===== config.mk =====
export PLATFORM = sky130hd
export DESIGN_NAME = mem_arbiter
export DESIGN_NICKNAME = d
export VERILOG_FILES = /design/src/rtl/mem_arbiter.sv
export SDC_FILE = /design/constraint.sdc
export NUM_CORES = 1
export LEC_CHECK = 0
export ABC_AREA = 1
export ABC_CLOCK_PERIOD_IN_PS = 2900
export CAP_MARGIN = 15
export CORE_ASPECT_RATIO = 1.2
export CORE_MARGIN = 5
export CORE_UTILIZATION = 46
export CTS_CLUSTER_SIZE = 10
export DETAILED_ROUTE_END_ITERATION = 10
export PLACE_DENSITY = 0.85
export SYNTH_ARGS = -nofsm -noshare
export SYNTH_HDL_FRONTEND = slang
export SYNTH_SLANG_ARGS = --single-unit

===== constraint.sdc =====
create_clock -name clk -period 2.9 [get_ports clk]
set_input_delay 0.725 -clock clk [delete_from_list [all_inputs] [get_ports clk]]
set_output_delay 0.725 -clock clk [all_outputs]
set_load 0.01 [all_outputs]

===== src/rtl/mem_arbiter.sv =====
// rtl/mem_arbiter.sv - round-robin arbiter sharing one single-port data memory between two requesters
// One transaction in flight: IDLE -> ISSUE -> WAIT -> ACK, every output registered.
module mem_arbiter #(
    parameter int ADDR_W  = 8,
    parameter int DATA_W  = 8,
    parameter int MEM_LAT = 1
) (
    input  logic              clk,
    input  logic              reset,
    input  logic              req0,
    input  logic              we0,
    input  logic [ADDR_W-1:0] addr0,
    input  logic [DATA_W-1:0] wdata0,
    output logic              ack0,
    output logic [DATA_W-1:0] rdata0,
    input  logic              req1,
    input  logic              we1,
    input  logic [ADDR_W-1:0] addr1,
    input  logic [DATA_W-1:0] wdata1,
    output logic              ack1,
    output logic [DATA_W-1:0] rdata1,
    output logic              mem_en,
    output logic              mem_we,
    output logic [ADDR_W-1:0] mem_addr,
    output logic [DATA_W-1:0] mem_wdata,
    input  logic [DATA_W-1:0] mem_rdata,
    output logic              busy
);

    typedef enum logic [1:0] {
        S_IDLE  = 2'd0,
        S_ISSUE = 2'd1,
        S_WAIT  = 2'd2,
        S_ACK   = 2'd3
    } state_t;

    localparam logic [3:0] LAT = 4'(MEM_LAT);

    state_t            r_state;
    state_t            w_state_nxt;
    logic [3:0]        r_cnt;
    logic              r_grant;
    logic              r_last_grant;
    logic              r_ack0;
    logic              r_ack1;
    logic              r_mem_en;
    logic              r_mem_we;
    logic [ADDR_W-1:0] r_mem_addr;
    logic [DATA_W-1:0] r_mem_wdata;
    logic [DATA_W-1:0] r_rdata0;
    logic [DATA_W-1:0] r_rdata1;
    logic              r_busy;

    logic              w_any;
    logic              w_winner;
    logic              w_latch;
    logic              w_done;
    logic              w_ack0_nxt;
    logic              w_ack1_nxt;
    logic              w_cap0;
    logic              w_cap1;
    logic              w_busy_nxt;

    // Under contention the port that did not win last time gets the grant.
    always_comb begin
        w_any    = req0 | req1;
        w_winner = 1'b0;
        if (req0 && req1) begin
            w_winner = ~r_last_grant;
        end else if (req1) begin
            w_winner = 1'b1;
        end
    end

    always_comb begin
        w_state_nxt = r_state;
        case (r_state)
            S_IDLE:  if (w_any) w_state_nxt = S_ISSUE;
            S_ISSUE: w_state_nxt = S_WAIT;
            S_WAIT:  if (r_cnt == 4'd1) w_state_nxt = S_ACK;
            S_ACK:   w_state_nxt = S_IDLE;
            default: w_state_nxt = S_IDLE;
        endcase
    end

    // Next values of the registered outputs, decided one cycle ahead.
    always_comb begin
        w_latch    = (r_state == S_IDLE) && w_any;
        w_done     = (r_state == S_WAIT) && (r_cnt == 4'd1);
        w_ack0_nxt = w_done && !r_grant;
        w_ack1_nxt = w_done && r_grant;
        w_cap0     = w_ack0_nxt && !r_mem_we;
        w_cap1     = w_ack1_nxt && !r_mem_we;
        w_busy_nxt = (w_state_nxt != S_IDLE);
    end

    always_ff @(posedge clk) begin
        if (reset) begin
            r_state      <= S_IDLE;
            r_cnt        <= 4'd0;
            r_grant      <= 1'b0;
            r_last_grant <= 1'b1;
            r_ack0       <= 1'b0;
            r_ack1       <= 1'b0;
            r_mem_en     <= 1'b0;
            r_mem_we     <= 1'b0;
            r_mem_addr   <= '0;
            r_mem_wdata  <= '0;
            r_rdata0     <= '0;
            r_rdata1     <= '0;
            r_busy       <= 1'b0;
        end else begin
            r_state  <= w_state_nxt;
            r_ack0   <= w_ack0_nxt;
            r_ack1   <= w_ack1_nxt;
            r_mem_en <= w_latch;
            r_busy   <= w_busy_nxt;
            if (w_latch) begin
                r_grant      <= w_winner;
                r_last_grant <= w_winner;
                r_mem_we     <= w_winner ? we1 : we0;
                r_mem_addr   <= w_winner ? addr1 : addr0;
                r_mem_wdata  <= w_winner ? wdata1 : wdata0;
            end
            if (r_state == S_ISSUE) begin
                r_cnt <= LAT;
            end else if (r_state == S_WAIT) begin
                r_cnt <= r_cnt - 4'd1;
            end
            if (w_cap0) r_rdata0 <= mem_rdata;
            if (w_cap1) r_rdata1 <= mem_rdata;
        end
    end

    assign ack0      = r_ack0;
    assign ack1      = r_ack1;
    assign rdata0    = r_rdata0;
    assign rdata1    = r_rdata1;
    assign mem_en    = r_mem_en;
    assign mem_we    = r_mem_we;
    assign mem_addr  = r_mem_addr;
    assign mem_wdata = r_mem_wdata;
    assign busy      = r_busy;

endmodule


==> flow_summary.yaml <==
pwr:
  pwr-share-comb: 0.413
  leakage_nw: 1.20
  seq_power_share: 0.379
  power_density_nw_per_um2: 781
  power_frac_clock: 0.208
  p_int_mw: 1.49
  swShare: 0.357
  peakVddDrop_v: 0.000484
  power_mw: 2.32
  p_sw_uw: 829
route:
  dr.pass1.iters: 4
  drc_errors: 0
  vias: 2075
  dr.first_iter.drc_count: 149
  wl_per_cell_um: 12.9
  drt_wl_total_mm: 5.28
  ant_nets: 0
  via_per_inst: 5.07
sta:
  period_minus_slack_ns: 2.17
  hold_viol_final: 0
  setup_viol: 0
  slew_violations: 0
  min_period_over_period: 0.747
  setup_slack_ns: 0.734
  slew_headroom: 0.546
  fin_skew_ns: 0.00422
  max_freq_mhz: 462
  worst_slew_pin_slew_ns: 0.680
  hold_ws_ns: 0.490
  timing.setup.tns_ns: 0
  rsz0062_at_grt: "false"
finish:
  drive_gt1_frac: 0.0595
  syn_to_final_growth_pct: 45.1
  fin_nets: 404
  finalNonFillerCells: 409
  finalInstanceArea_um2: 2970
  diodes: 0
  final_util: 0.692
global_routing:
  grt_pass1_wl_mm: 8.83
  grt_overflow_total: 0
  grt_use_total: 0.180
  grt_antenna_before_repair: 0
  grt_max_degree: 37
  grt_pass1_vias: 2075
job:
  max_cap_viol_count: 0
critical_path:
  critPathKind: "reg -> out"
  critPathLaunchType: "flop"
  crit_path_max_incr_delay_ns: 0.61
  cp_num_buf_inv: 1
  crit_fanout: 5
  required_ns: 2.17
  critPathCaptureType: "output port"
  crit_arrival_ns: 1.44
  crit_chain: "clkdlybuf4s50_1"
  critPathSlowestCell: "clkdlybuf4s50_1"
  cp_top_family: "buffers and inverters"
die:
  coreArea_um2: 4290
  num_io_pins: 83
  rows: 26
  start_util: 0.477
  die_w_um: 70.9
  dieArea_um2: 5890
  die_height_um: 83.1
synthesis:
  synth_cells: 275
  syn-num-nets: 327
  syn_avg_cell_area_um2: 7.45
  yosysWarnings: 0
  yosysSeqAreaShare: 0.440
  synthTopCellsByArea: "dfxtp_1 44%, nor2_1 10%, nand2_1 7.3%"
  synth.distinct_cells: 23
  synth_top_area_frac: 0.440
  syn_area_um2: 2050
  ys_ff_latch: 45
  synth_top_area_cell: "dfxtp_1"
run_status:
  status: "complete, no violations"
place:
  placedCellCount: 401
  post-place-ws_ns: 0.566
  gp_congestion: 0.819
  dp_hpwl_mm: 3.95
  port_buffers: 82
  placed_area_um2: 2860
clock_tree:
  hold_buffers: 0
  cts_buffer_depth: 2
  ctsRootBufferMaster: "clkbuf_8"
  clk_latency_ns: 0.29
  cts_buffers: 5
  htree_levels: 2
  clkTransAtPathRegs_ns: 0.08
  cts_setup_buffers: 0
  tritoncts: "yes"
  clock-sinks: 45
  cts_resized: 0
hold_path:
  hold_class: "reg -> reg"
-- sequential cells by signal, summed over array words and instances (netlist names), 2 cells and up --
| register | cells |
|---|---|
| mem_addr | 8 |
| mem_wdata | 8 |
| rdata0 | 8 |
| rdata1 | 8 |
| r_cnt | 4 |
| r_state | 2 |
-- metal layers --
layer | part of all wire | GRT usage | vias up
met5 | 0 | 0 | -
met4 | 0.028 | 0.0701 | 0
met3 | 0.081 | 0.0616 | 14
met2 | 0.50 | 0.322 | 77
met1 | 0.39 | 0.189 | 932
li1 | - | - | 1052
-- Yosys cell counts, drive strengths merged --
master / n
a21oi: 22
a31oi: 1
buf: 10
clkbuf: 3
clkinv: 1
dfxtp: 45
ha: 6
inv: 22
nand2: 42
nand3: 22
nand4: 16
nor2: 62
o21ai: 22
o21bai: 1
-- cells by family after synthesis --
| kind of cell | Yosys count | synth area share |
|---|---|---|
| simple gates | 142 | 0.323 |
| compound gates | 46 | 0.114 |
| flops | 45 | 0.440 |
| buf+inv | 36 | 0.0867 |
| fa+ha+maj | 6 | 0.0367 |
-- cell type report --
cell class	instances	area, um^2
sequential	45	901
multi-input combinational	194	970
fill	369	1320
inverter	23	86.3
clock inverter	1	30.0
clock buffer	7	86.3
timing repair buffer	83	828
tap	56	70.1
-- placed cells by master (no fill, tap or decap), drive strengths merged --
cell type      netlist  layout
a21oi               22      22
a31oi                1       1
buf                 10       1
bufinv               0       1
clkbuf               3       7
clkdlybuf4s50        0      82
clkinv               1       1
dfxtp               45      45
ha                   6       6
inv                 22      22
nand2               42      42
nand3               22      22
nand4               16      16
nor2                62      62
o21ai               22      22
o21bai               1       1
-- path summary, 6_finish.rpt --
check             startpoint           end  slack [ns]  cells past startpoint
setup / recovery      mem_we        mem_we        0.73                      1
hold / removal     rdata1[0]     rdata1[0]        0.49                      2
setup reg to reg  r_state[0]  r_last_grant        1.17                      7
hold reg to reg    rdata1[0]     rdata1[0]        0.49                      2
-- power groups by stage --
stage               clock, mW  sequential (mW)  combinational, mW
floorplan                   0            0.922              0.548
CTS                     0.493            0.877              0.966
global route            0.521            0.897               1.08
global placement            0            0.885              0.930
detailed placement          0            0.891              0.956
finish                  0.483            0.878              0.959
(Power assumes the default switching activity.)
